[src/rtl/stepper_spi_peripheral.sv]
// SPI mode-3 responder for SIZE-bit stepper-driver datagrams.
// Pins are oversampled in the clk_in domain; one shift register serves both RX and TX.
module stepper_spi_peripheral #(
   parameter int unsigned SIZE        = 40,
   parameter int unsigned SYNC_STAGES = 2
) (
   input  logic            clk_in,
   input  logic            rst_n_in,
   input  logic            sclk_in,
   input  logic            cs_n_in,
   input  logic            mosi_in,
   output logic            miso_out,
   output logic            miso_oe_out,
   input  logic [SIZE-1:0] data_in,
   output logic [SIZE-1:0] data_out,
   output logic            data_valid_out,
   output logic            frame_error_out,
   output logic            busy_out
);

   localparam int unsigned CntW = $clog2(SIZE + 1);

   typedef enum logic {StIdle, StActive} state_e;

   state_e                 state_q, state_d;
   logic [SYNC_STAGES-1:0] sclk_sync_q, sclk_sync_d;
   logic [SYNC_STAGES-1:0] cs_sync_q, cs_sync_d;
   logic [SYNC_STAGES-1:0] mosi_sync_q, mosi_sync_d;
   logic                   sclk_hist_q, sclk_hist_d;
   logic                   cs_hist_q, cs_hist_d;
   logic [SIZE-1:0]        sr_q, sr_d;
   logic [CntW-1:0]        cnt_q, cnt_d;
   logic                   miso_q, miso_d;
   logic [SIZE-1:0]        data_q, data_d;
   logic                   valid_q, valid_d;
   logic                   ferr_q, ferr_d;

   logic sclk_s, cs_s, mosi_s;
   logic sclk_rise, sclk_fall, cs_rise, cs_fall;

   assign sclk_s    = sclk_sync_q[SYNC_STAGES-1];
   assign cs_s      = cs_sync_q[SYNC_STAGES-1];
   assign mosi_s    = mosi_sync_q[SYNC_STAGES-1];
   assign sclk_rise = ~sclk_hist_q & sclk_s;
   assign sclk_fall = sclk_hist_q & ~sclk_s;
   assign cs_rise   = ~cs_hist_q & cs_s;
   assign cs_fall   = cs_hist_q & ~cs_s;

   always_comb begin
      sclk_sync_d = {sclk_sync_q[SYNC_STAGES-2:0], sclk_in};
      cs_sync_d   = {cs_sync_q[SYNC_STAGES-2:0], cs_n_in};
      mosi_sync_d = {mosi_sync_q[SYNC_STAGES-2:0], mosi_in};
      sclk_hist_d = sclk_s;
      cs_hist_d   = cs_s;
   end

   always_comb begin
      state_d = state_q;
      sr_d    = sr_q;
      cnt_d   = cnt_q;
      miso_d  = miso_q;
      data_d  = data_q;
      valid_d = 1'b0;
      ferr_d  = 1'b0;
      case (state_q)
         StIdle: begin
            if (cs_fall) begin
               state_d = StActive;
               sr_d    = data_in;
               miso_d  = data_in[SIZE-1];
               cnt_d   = '0;
            end
         end
         StActive: begin
            // CS rise wins over any sclk edge detected in the same cycle
            if (cs_rise) begin
               state_d = StIdle;
               miso_d  = 1'b0;
               if (cnt_q == CntW'(SIZE)) begin
                  data_d  = sr_q;
                  valid_d = 1'b1;
               end else if (cnt_q != '0) begin
                  ferr_d = 1'b1;
               end
            end else if (sclk_rise) begin
               sr_d = {sr_q[SIZE-2:0], mosi_s};
               if (cnt_q != CntW'(SIZE)) begin
                  cnt_d = cnt_q + 1'b1;
               end
            end else if (sclk_fall && (cnt_q != '0)) begin
               // first fall of mode 3 precedes any data and leaves MISO alone
               miso_d = sr_q[SIZE-1];
            end
         end
         default: state_d = StIdle;
      endcase
   end

   always_ff @(posedge clk_in or negedge rst_n_in) begin
      if (!rst_n_in) begin
         sclk_sync_q <= '1;
         cs_sync_q   <= '1;
         mosi_sync_q <= '0;
         sclk_hist_q <= 1'b1;
         cs_hist_q   <= 1'b1;
         state_q     <= StIdle;
         sr_q        <= '0;
         cnt_q       <= '0;
         miso_q      <= 1'b0;
         data_q      <= '0;
         valid_q     <= 1'b0;
         ferr_q      <= 1'b0;
      end else begin
         sclk_sync_q <= sclk_sync_d;
         cs_sync_q   <= cs_sync_d;
         mosi_sync_q <= mosi_sync_d;
         sclk_hist_q <= sclk_hist_d;
         cs_hist_q   <= cs_hist_d;
         state_q     <= state_d;
         sr_q        <= sr_d;
         cnt_q       <= cnt_d;
         miso_q      <= miso_d;
         data_q      <= data_d;
         valid_q     <= valid_d;
         ferr_q      <= ferr_d;
      end
   end

   assign miso_out        = miso_q;
   assign miso_oe_out     = (state_q == StActive);
   assign busy_out        = (state_q == StActive);
   assign data_out        = data_q;
   assign data_valid_out  = valid_q;
   assign frame_error_out = ferr_q;

endmodule

[config.mk]
export PLATFORM = sky130hd
export DESIGN_NAME = stepper_spi_peripheral
export DESIGN_NICKNAME = d
export VERILOG_FILES = /design/src/rtl/stepper_spi_peripheral.sv
export SDC_FILE = /design/constraint.sdc
export NUM_CORES = 1
export LEC_CHECK = 0
export BUFFER_PORTS_ARGS = -buffer_cell sky130_fd_sc_hd__buf_2
export CAP_MARGIN = 30
export CORE_MARGIN = 1
export CORE_UTILIZATION = 35
export CTS_CLUSTER_SIZE = 24
export DETAILED_ROUTE_END_ITERATION = 10
export PLACE_DENSITY = 0.52
export SYNTH_ARGS = -nofsm -noshare
export SYNTH_HDL_FRONTEND = slang
export SYNTH_SLANG_ARGS = --single-unit
[constraint.sdc]
create_clock -name clk_in -period 3.4 [get_ports clk_in]
set_clock_uncertainty 0.1 [all_clocks]
set_input_delay 0.68 -clock clk_in [delete_from_list [all_inputs] [get_ports clk_in]]
set_output_delay 0.68 -clock clk_in [all_outputs]
set_load 0.03 [all_outputs]
# --- Word-level counts from Yosys, hierarchy flattened ---
# Index checks and enable logic that the tools add are counted.
totals:
  register_bits: 98
  inputBits: 45
  word_cells: 60
classes:
  n_addsub: 1
  eq_ne: 8
  mux: 24
  bitwise_logic: 9
  n_reduce_logical: 6
ops:
  columns: ["cell", "count"]
  rows:
  - ["40-bit 2-to-1 mux", 3]
  - ["40-bit case mux with 2 select lines", 1]
  - ["6-bit 2-to-1 mux", 4]
  - ["1-bit 2-to-1 mux", 13]
  - ["6-bit case mux with 2 select lines", 1]
  - ["3-bit AND reduction", 3]
  - ["6-bit by 1-bit adder with 6-bit output (second input constant)", 1]
  - ["6-bit == test (second input constant)", 1]
  - ["6-bit inequality test (second input constant)", 1]
  - ["6-bit nonzero test", 1]
  - ["1-bit NOT", 5]
  - ["1-bit AND", 4]
  - ["2-bit by 1-bit inequality test with 1-bit output (second input constant)", 2]
  - ["2-bit inequality test (second input constant)", 2]
  - ["1-bit case mux with 2 select lines", 2]
  - ["4-bit AND reduction", 1]
  - ["3-bit by 1-bit inequality test with 1-bit output (second input constant)", 1]
  - ["3-bit by 2-bit inequality test with 1-bit output (second input constant)", 1]
  - ["1-bit logical AND", 1]

# --- Longest topological paths before layout ---
# Gate-level depths: netlist (run 1).
depth:
  word_depth: 7
  ltp_mapped: 7
  ltp_nobuf: 6

# --- Least setup slack after synthesis (run 1) ---
# No wires, ideal clock.
synth_path:
  path_kind: "flip-flop to flip-flop"
  start: "register state_q (netlist: busy_out)"
  end: "register data_q[0] (netlist: data_out[0])"
  setup_time_ps: 125
  arrival_ps: 1572
  required_ps: 3175
  path_slack_ps: 1603
  stages_incl_launch_ff: 6
  path_buffers: 2
  synth_period_minus_slack_ps: 1797
  path_cell_list: "dfrtp_1 buf_2 nand3_2 nor2_8 buf_12 mux2_4"
synth_between:
  elab_chain_cells: 1
synth_rtl:
  columns: ["item", "line_no", "rtl"]
  rows:
  - ["start: declaration", "25", "state_e state_q, state_d;"]
  - ["start signal: assignment", "106", "state_q <= StIdle;"]
  - ["start signal: assignment", "119", "state_q <= state_d;"]
  - ["3-bit AND reduction (no source line)", null, null]
  - ["end signal: assignment", "123", "data_q <= data_d;"]
  - ["end: declaration", "34", "logic [SIZE-1:0] data_q, data_d;"]
# No other way between the ends.
# A chain may end at the register's enable or synchronous reset.

# --- Final worst setup path (run 1) ---
layout_path:
  start: "register cnt_q[0]"
  end: "register data_q[39] (netlist: data_out[39])"
layout_between:
  elab_chain_cells: 2
layout_rtl:
  columns: ["item", "line_no", "rtl"]
  rows:
  - ["start: declaration", "32", "logic [CntW-1:0] cnt_q, cnt_d;"]
  - ["start signal: assignment", "121", "cnt_q <= cnt_d;"]
  - ["6-bit == test", "79", "if (cnt_q == CntW'(SIZE)) begin"]
  - ["3-bit AND reduction (no source line)", null, null]
# No other way between the ends.

==> results of run 1 <==
-- state kept, by name, summed over array words and instances (netlist names) --
signal	cells
busy_out	1
cnt_q	6
cs_hist_q	1
cs_sync_q	2
data_out	40
data_valid_out	1
frame_error_out	1
miso_out	1
mosi_sync_q	2
sclk_hist_q	1
sclk_sync_q	2
sr_q	40
-- power by group --
group          internal, mW  total [mW]  switching, mW  leakage, nW
logic                 0.213       0.462          0.249         1.24
registers              1.36        1.52          0.159         1.28
clock network         0.589        1.00          0.413        0.144
-- logic make-up after synthesis --
kind of cell    count (synthesis)  share of synthesized area [%]
compound gates                 55                           6.94
buf+inv                        24                           4.41
xor+xnor                        1                          0.203
flops                          98                           57.1
mux                            80                           23.1
fa+ha+maj                       2                          0.580
simple gates                   64                           7.69
-- cells in the mapped netlist --
library cell | number | share of area (%)
inv_1 | 4 | 0.35
nor2b_1 | 2 | 0.29
and3_1 | 1 | 0.15
nand4_1 | 2 | 0.29
nor2_8 | 1 | 0.46
buf_12 | 4 | 1.9
nor2_1 | 1 | 0.087
ha_1 | 2 | 0.58
nand2_1 | 45 | 3.9
o311ai_1 | 1 | 0.20
nand2b_1 | 1 | 0.15
dfstp_2 | 6 | 3.7
dfrtp_1 | 92 | 53
o211ai_1 | 2 | 0.35
or3_1 | 2 | 0.29
nand3_4 | 1 | 0.41
nor3b_2 | 1 | 0.29
o31ai_1 | 1 | 0.17
a21oi_1 | 4 | 0.46
mux2i_1 | 40 | 9.3
buf_1 | 1 | 0.087
xor2_1 | 1 | 0.20
and3_2 | 1 | 0.17
nor3b_1 | 1 | 0.17
mux2_2 | 1 | 0.26
buf_4 | 7 | 1.2
buf_2 | 7 | 0.81
a31o_2 | 1 | 0.20
a41oi_1 | 1 | 0.20
clkbuf_1 | 1 | 0.087
o21ai_0 | 2 | 0.23
nand3_1 | 2 | 0.23
a31oi_1 | 2 | 0.29
nor3b_4 | 1 | 0.44
nand3_2 | 1 | 0.23
nor3_1 | 1 | 0.12
o21ai_1 | 40 | 4.6
a211oi_1 | 1 | 0.17
mux2_4 | 39 | 14
-- layer usage --
layer | global-route usage [%] | share of wire (%) | vias to the layer above | wire length, µm
met1 | 19.0 | 48 | 1265 | 4030
met3 | 2.68 | 2.3 | 11 | 195
li1 | - | - | 1309 | -
met4 | 6.84 | 1.7 | 0 | 140
met5 | 0 | 0 | - | 0
met2 | 22.9 | 48 | 44 | 3990
-- placed cells by master, fill, tap and decap left out, types with 3 or more instances in the layout --
cell type	count
dfrtp_1	91
clkbuf_1	3
a21oi_1	4
clkbuf_16	9
nand2_1	45
dfstp_2	6
inv_1	4
buf_2	88
o21ai_1	40
buf_4	7
mux2_4	39
mux2i_1	40
-- per-stage QoR --
stage | utilization (%) | worst slack [ns] | cells
floorplan | - | 1.60 | 324
global placement | 40.4 | 1.13 | 547
detailed placement | 40.4 | 1.11 | 547
CTS | 42.8 | 1.10 | 563
global route | 42.8 | 0.985 | 563
finish | 42.8 | 1.13 | 563
-- cell type report --
type                            count  area, µm²  area share (%)
Clock inverter                      3       40.0           0.779
Inverter                            4       15.0           0.292
Tap cell                          147        184            3.58
Multi-Input combinational cell    202       1680            32.6
Timing Repair Buffer               96        513            9.98
Sequential cell                    98       2460            47.9
Clock buffer                       13        250            4.87
-- path summary, 6_finish.rpt --
path | startpoint | end | slack, ns | depth (start not counted)
setup / recovery | cnt_q[0]$_DFFE_PN0P_ | data_out[39]$_DFFE_PN0P_ | 1.13 | 7
hold / removal | mosi_sync_q[0]$_DFF_PN0_ | mosi_sync_q[1]$_DFF_PN0_ | 0.25 | 0
setup reg to reg | cnt_q[0]$_DFFE_PN0P_ | data_out[39]$_DFFE_PN0P_ | 1.13 | 7
hold reg to reg | mosi_sync_q[0]$_DFF_PN0_ | mosi_sync_q[1]$_DFF_PN0_ | 0.25 | 0
max in group asynchronous | rst_n_in | sr_q[23]$_DFFE_PN0P_ | 2.18 | 2
min in group asynchronous | rst_n_in | data_out[4]$_DFFE_PN0P_ | 0.26 | 1
==> impl_metrics.toml, run 1 <==
[route]
via_per_inst = 4.67
wire_per_inst_um = 14.8
vias = 2629
ant_nets = 0
drtPass1Iterations = 6
drc = 0
routed_wl_mm = 8.35
drt-initial-drc-count = 72

[clock_network]
cts_hold_buffers = 0
clockRootBuffer = "clkbuf_16"
post_cts_resized = 0
cts_setup_buffers = 0
insertion_delay_ns = 0.34
cts_tree = "yes"
h-tree-depth = 3
cts_buffers = 9
clk_pin_slew_ns = 0.07
cts.sinks = 98
cts.path.max_buffers = 2

[synthesis]
yosys_warnings = 0
ys_seq_area_share_pct = 57.1
synthCells = 324
syn_area_mm2 = 0.00431
synth_nets = 371
synth-seq-cells = 98
synth_cell_type_count = 39
synth_area_per_cell_um2 = 13.3

[sta]
worst_pin_slew_ns = 0.720
hold_violations = 0
whs_ns = 0.253
setup_tns_ns = 0
min_period_over_period_pct = 66.8
layout_min_cycle_time_ns = 2.27
relSlewSlack_pct = 52.0
rsz0062_at_grt = "false"
max_freq_mhz = 441
slew_viol_final = 0
finalSetupViolations = 0

[die]
start_util_pct = 35.9
num_rows = 40
io_pins = 90
core_mm2 = 0.0120
die_area_mm2 = 0.0128
die_y_um = 113
die_x_um = 113

[critical_path]
critPathLaunchType = "flop"
critPathBufInv = 2
crit_fanout = 23
arrival_ns = 2.39
crit_required_ns = 3.52
critPathSlowestCell = "dfrtp_1"
critPathKind = "reg -> reg"
cp-end-kind = "flop"
cp_cell_sequence = "inv_1, ha_1, nor3b_4, nand3_4, nor2_8, buf_12, mux2_2"
cp_top_family = "simple AND/OR/NAND/NOR gates"
max_stage_delay_ns = 0.42

[power_and_ir_drop]
p_leak_nw = 2.66
max-vdd-ir-drop_mv = 0.208
power-per-cell-area_mw_per_mm2 = 580
p_total_mw = 2.98

[cells_and_area]
final_area_mm2 = 0.00514
drive_gt1_share_pct = 39.4
n_antenna_cell = 0
n_fill_cell = 1151
nets = 458
synthToLayoutAreaGrowth_pct = 19.2

[global_routing]
grt_max_degree = 53
gr-usage-all-layers_pct = 14.4
grt-ovfl-total = 0
grt_pass1_wl_mm = 13.9
antenna_found_initial = 0
grt_pass1_vias = 2747

[flow_run]
drv_cap = 0

[placement]
numPortBuffers = 89
place_area_mm2 = 0.00485
dp_hpwl_mm = 5.75
gp_congestion = 0.735

[min_path]
hp-class = "reg -> reg"

[outcome]
outcome = "finished, final reports clean"
No activity file was read; power rests on OpenSTA's default activity.
==> run 2, diff against run 1 <==
clock period = 2.3 ns   (was 3.4 ns; I/O delays follow)
==> run 2 against run 1 <==
Net effect:
- count of clock-buffer cells in the layout is 1 higher
- flip-flop and latch count unchanged
- wire length up 1.8%
- final area grew 0.90%
- critical path depth did not move
- via count up 2.4%
- global-route usage is essentially flat
- first-iteration DRC count increased by 56%
- hold slack got worse by 0.24 ns
- power up 47%
- die area did not move
- highest routed layer unchanged
==> impl_metrics.toml, run 2 (synthesis results as in run 1) <==
[outcome]
outcome = "finished, final reports clean"

[clock_network]
clockRootBuffer = "clkbuf_16"
cts.sinks = 98
h-tree-depth = 3
insertion_delay_ns = 0.34
cts_tree = "yes"
cts_hold_buffers = 0
cts.path.max_buffers = 2
cts_buffers = 9
clk_pin_slew_ns = 0.06
post_cts_resized = 0
cts_setup_buffers = 0

[die]
die_y_um = 113
num_rows = 40
die_x_um = 113
core_mm2 = 0.0120
die_area_mm2 = 0.0128
start_util_pct = 35.9
io_pins = 90

[power_and_ir_drop]
p_int_mw = 3.15
max-vdd-ir-drop_mv = 0.304
p_leak_nw = 2.68
combPwrFrac_pct = 16.0
power.switching_mw = 1.22
switching_share_pct = 27.9
power-per-cell-area_mw_per_mm2 = 842
p_seq_share_pct = 51.4
clkPwrFrac_pct = 32.6
p_total_mw = 4.37

[route]
routed_wl_mm = 8.50
wl_met3_um = 286
dr.max_layer_used = "met4"
drt-initial-drc-count = 112
drc = 0
ant_nets = 0
via_per_inst = 4.76
met2WireLength_mm = 4.02
drtPass1Iterations = 6
vias = 2692
m1WireLength_mm = 4.03
wire_per_inst_um = 15.0

[global_routing]
gr-usage-all-layers_pct = 14.4
antenna_found_initial = 0
grt-ovfl-total = 0
grt_pass1_vias = 2715
grt_pass1_wl_mm = 14.1
grt_max_degree = 44

[critical_path]
critPathLaunchType = "flop"
cp-startpoint = "cnt_q[0]$_DFFE_PN0P_"
crit_path_end = "data_out[39]$_DFFE_PN0P_"
max_stage_delay_ns = 0.42
cp_cell_sequence = "inv_1, ha_1, nor3b_4, nand3_4, nor2_8, buf_4, mux2_2"
crit_required_ns = 2.42
cp-end-kind = "flop"
arrival_ns = 2.19
critPathSlowestCell = "dfrtp_1"
r2r-end = "data_out[39]$_DFFE_PN0P_"
reg2regPathDepth = 7
regToRegSetupSlack_ns = 0.23
r2r_start = "cnt_q[0]$_DFFE_PN0P_"
critPathKind = "reg -> reg"
crit_fanout = 8

[cells_and_area]
n_antenna_cell = 0
post-route-util_pct = 43.2
final_cell_mix = "dfrtp_1 (91), buf_2 (88), nand2_1 (45)"
drive_gt1_share_pct = 40.0
nets = 460
final_common_cell = "dfrtp_1"
n_fill_cell = 1128
final_area_mm2 = 0.00519
synthToLayoutAreaGrowth_pct = 20.3

[sta]
relSlewSlack_pct = 62.1
setup_tns_ns = 0
hold_violations = 0
min_period_over_period_pct = 89.8
finalSetupViolations = 0
max_freq_mhz = 484
rsz0062_at_grt = "false"
worst_pin_slew_ns = 0.568
layout_min_cycle_time_ns = 2.07
slew_viol_final = 0
finalWorstSetupSlack_ns = 0.234

[placement]
place_ws_ns = 0.227
dp_hpwl_mm = 5.84
place_area_mm2 = 0.00490
numPortBuffers = 89
gp_congestion = 0.727

[flow_run]
drv_cap = 0

[min_path]
hp-class = "in -> async"
## run 2: cell count changes in the layout (fill, tap and decap cells not counted), sizes merged
cell / before / now
bufinv: 1 / 0
buf: 96 / 98
clkbuf: 13 / 14
## run 2: layer usage
layer,track usage [%],up-vias
met1,19.1,1311
met4,6.93,0
met5,0,-
met3,3.00,12
met2,22.6,55
li1,-,1314
## run 2: through the flow
step                cells  hold WS, ns
CTS                   565       0.0298
floorplan             324       0.0644
detailed placement    549        0.249
finish                565       0.0147
global route          565       0.0522
global placement      549        0.232
## run 2: area by class of cell
type	count	area (µm²)	area share [%]
sequential	98	2460	47.5
multi-input combinational	202	1680	32.3
timing repair buffer	98	566	10.9
clock buffer	14	274	5.28
tap	147	184	3.55
inverter	4	15.0	0.290
clock inverter	2	10.0	0.193
## run 2: worst min-delay path by stage
stage / startpoint / endpoint / slack [ns] / depth (start not counted)
floorplan: rst_n_in / busy_out$_DFF_PN0_ / 0.06 / 0
global placement: mosi_sync_q[0]$_DFF_PN0_ / mosi_sync_q[1]$_DFF_PN0_ / 0.23 / 0
detailed placement: sclk_sync_q[0]$_DFF_PN1_ / sclk_sync_q[1]$_DFF_PN1_ / 0.25 / 0
CTS: rst_n_in / data_out[3]$_DFFE_PN0P_ / 0.03 / 1
global route: rst_n_in / data_out[4]$_DFFE_PN0P_ / 0.05 / 1
finish: rst_n_in / data_out[3]$_DFFE_PN0P_ / 0.01 / 1
## run 2: power by group through the flow
| stage | Sequential, mW | Clock [mW] | Combinational, mW |
|---|---|---|---|
| after detailed placement | 2.28 | 0 | 0.716 |
| after global routing | 2.29 | 1.54 | 0.805 |
| after global placement | 2.27 | 0 | 0.703 |
| final | 2.25 | 1.42 | 0.698 |
| after floorplan | 2.22 | 0 | 0.514 |
| after CTS | 2.25 | 1.47 | 0.717 |
## run 2: worst max-delay path, delay by kind of cell (launching register included)
kind,cells,cell delay [ns]
simple gates,3,0.64
mux,1,0.34
buf+inv,2,0.31
flops,1,0.42
fa+ha+maj,1,0.14
==> run 3, diff against run 2 <==
CORE_UTILIZATION = 45   (was 35)
PLACE_DENSITY = 0.65   (was 0.52)
==> run 3 against run 2 <==
Net effect:
- wire length is 9.0% lower
- fmax increased by 3.4%
- power shrank 3.9%
- die area decreased by 22%
- critical path depth unchanged
- sequential power is essentially flat
- hold slack gained 0.086 ns
- non-clock buffer count shrank 1
- flip-flop and latch count unchanged
- highest routed layer unchanged
==> impl_metrics.toml, run 3 (synthesis results as in run 1) <==
[clock_network]
clk_pin_slew_ns = 0.09
cts_buffers = 9
clockRootBuffer = "clkbuf_8"
cts_tree = "yes"
h-tree-depth = 3
cts.path.max_buffers = 2
cts.sinks = 98
insertion_delay_ns = 0.35

[min_path]
hp-class = "in -> reg"
hold_depth = 1

[power_and_ir_drop]
power-per-cell-area_mw_per_mm2 = 821
p_leak_nw = 2.65
p_total_mw = 4.19
max-vdd-ir-drop_mv = 0.447

[critical_path]
reg2regPathDepth = 7
critPathKind = "reg -> reg"
cp-end-kind = "flop"
crit_required_ns = 2.44
critPathLaunchType = "flop"
crit_fanout = 41
arrival_ns = 2.14

[global_routing]
grt-ovfl-total = 0
grt_pass1_wl_mm = 13.0
grt_pass1_vias = 2671
grt_max_degree = 72
antenna_found_initial = 0
gr-usage-all-layers_pct = 16.7

[placement]
place_area_mm2 = 0.00486
numPlacedInstances = 529
place_ws_ns = 0.280
gp_congestion = 0.756
dp_hpwl_mm = 5.22
numPortBuffers = 89

[sta]
relSlewSlack_pct = 69.7
rsz0062_at_grt = "false"
setup_tns_ns = 0
layout_min_cycle_time_ns = 2.00
worst_pin_slew_ns = 0.453
max_freq_mhz = 500
min_period_over_period_pct = 86.9
whs_ns = 0.101
finalWorstSetupSlack_ns = 0.301
slew_viol_final = 0
finalSetupViolations = 0
hold_violations = 0

[route]
routed_wl_mm = 7.73
wire_per_inst_um = 14.2
drtPass1Iterations = 4
drt-initial-drc-count = 68
vias = 2660
drc = 0
via_per_inst = 4.87
ant_nets = 0

[cells_and_area]
drive_gt1_share_pct = 40.0
final_area_mm2 = 0.00511
stdcell_count = 546
final_common_cell = "dfrtp_1"
n_antenna_cell = 0
final_cell_mix = "dfrtp_1 (91), buf_2 (88), nand2_1 (45)"
synthToLayoutAreaGrowth_pct = 18.5
post-route-util_pct = 55.3
nets = 459

[die]
io_pins = 90
num_rows = 35
die_y_um = 99.9
die_x_um = 99.9
core_mm2 = 0.00924
start_util_pct = 46.7
die_area_mm2 = 0.00998

[flow_run]
drv_cap = 0

[outcome]
outcome = "finished, final reports clean"
-- run 3: metal layers --
layer / wire length (µm) / vias to the layer above / global-route usage, %
li1: - / 1305 / -
met1: 3690 / 1276 / 23.7
met2: 3570 / 67 / 25.6
met3: 344 / 12 / 2.86
met4: 123 / 0 / 6.45
met5: 0 / - / 0
-- run 3: cell type report --
cell class	instances	area (µm²)
well taps	129	161
multi-input cells	202	1680
flip-flops and latches	98	2460
inverters	4	15.0
clock inverters	5	85.1
repair buffers	97	561
clock buffers	11	151
fillers	774	4130
-- run 3: path summary, 6_finish.rpt --
| path | start | endpoint | slack (ns) |
|---|---|---|---|
| max | cnt_q[0]$_DFFE_PN0P_ | data_out[23]$_DFFE_PN0P_ | 0.30 |
| min | cs_n_in | cs_sync_q[0]$_DFF_PN1_ | 0.10 |
| max reg2reg | cnt_q[0]$_DFFE_PN0P_ | data_out[23]$_DFFE_PN0P_ | 0.30 |
| min reg2reg | cs_sync_q[0]$_DFF_PN1_ | cs_sync_q[1]$_DFF_PN1_ | 0.26 |
| max in group asynchronous | rst_n_in | sclk_hist_q$_DFF_PN1_ | 1.02 |
| min in group asynchronous | rst_n_in | data_out[33]$_DFFE_PN0P_ | 0.49 |
-- run 3: worst max-delay path: stages, from the launching register on --
cell	delay, ns
dfrtp_1	0.43
inv_1	0.07
ha_1	0.14
nor3b_4	0.24
nand3_4	0.14
nor2_8	0.11
buf_12	0.29
mux2_4	0.34
-- run 3: what timing repair did --
item | CTS | global route
resized for setup | 0 | 0
hold buffers | 1 | 0
hold endpoints to repair | 30 | 0
buffers inserted | 0 | 0
-- run 3: where the power goes --
group | total, mW | internal (mW) | switching, mW
sequential | 2.24 | 2.00 | 0.236
combinational | 0.694 | 0.325 | 0.369
clock | 1.26 | 0.678 | 0.585
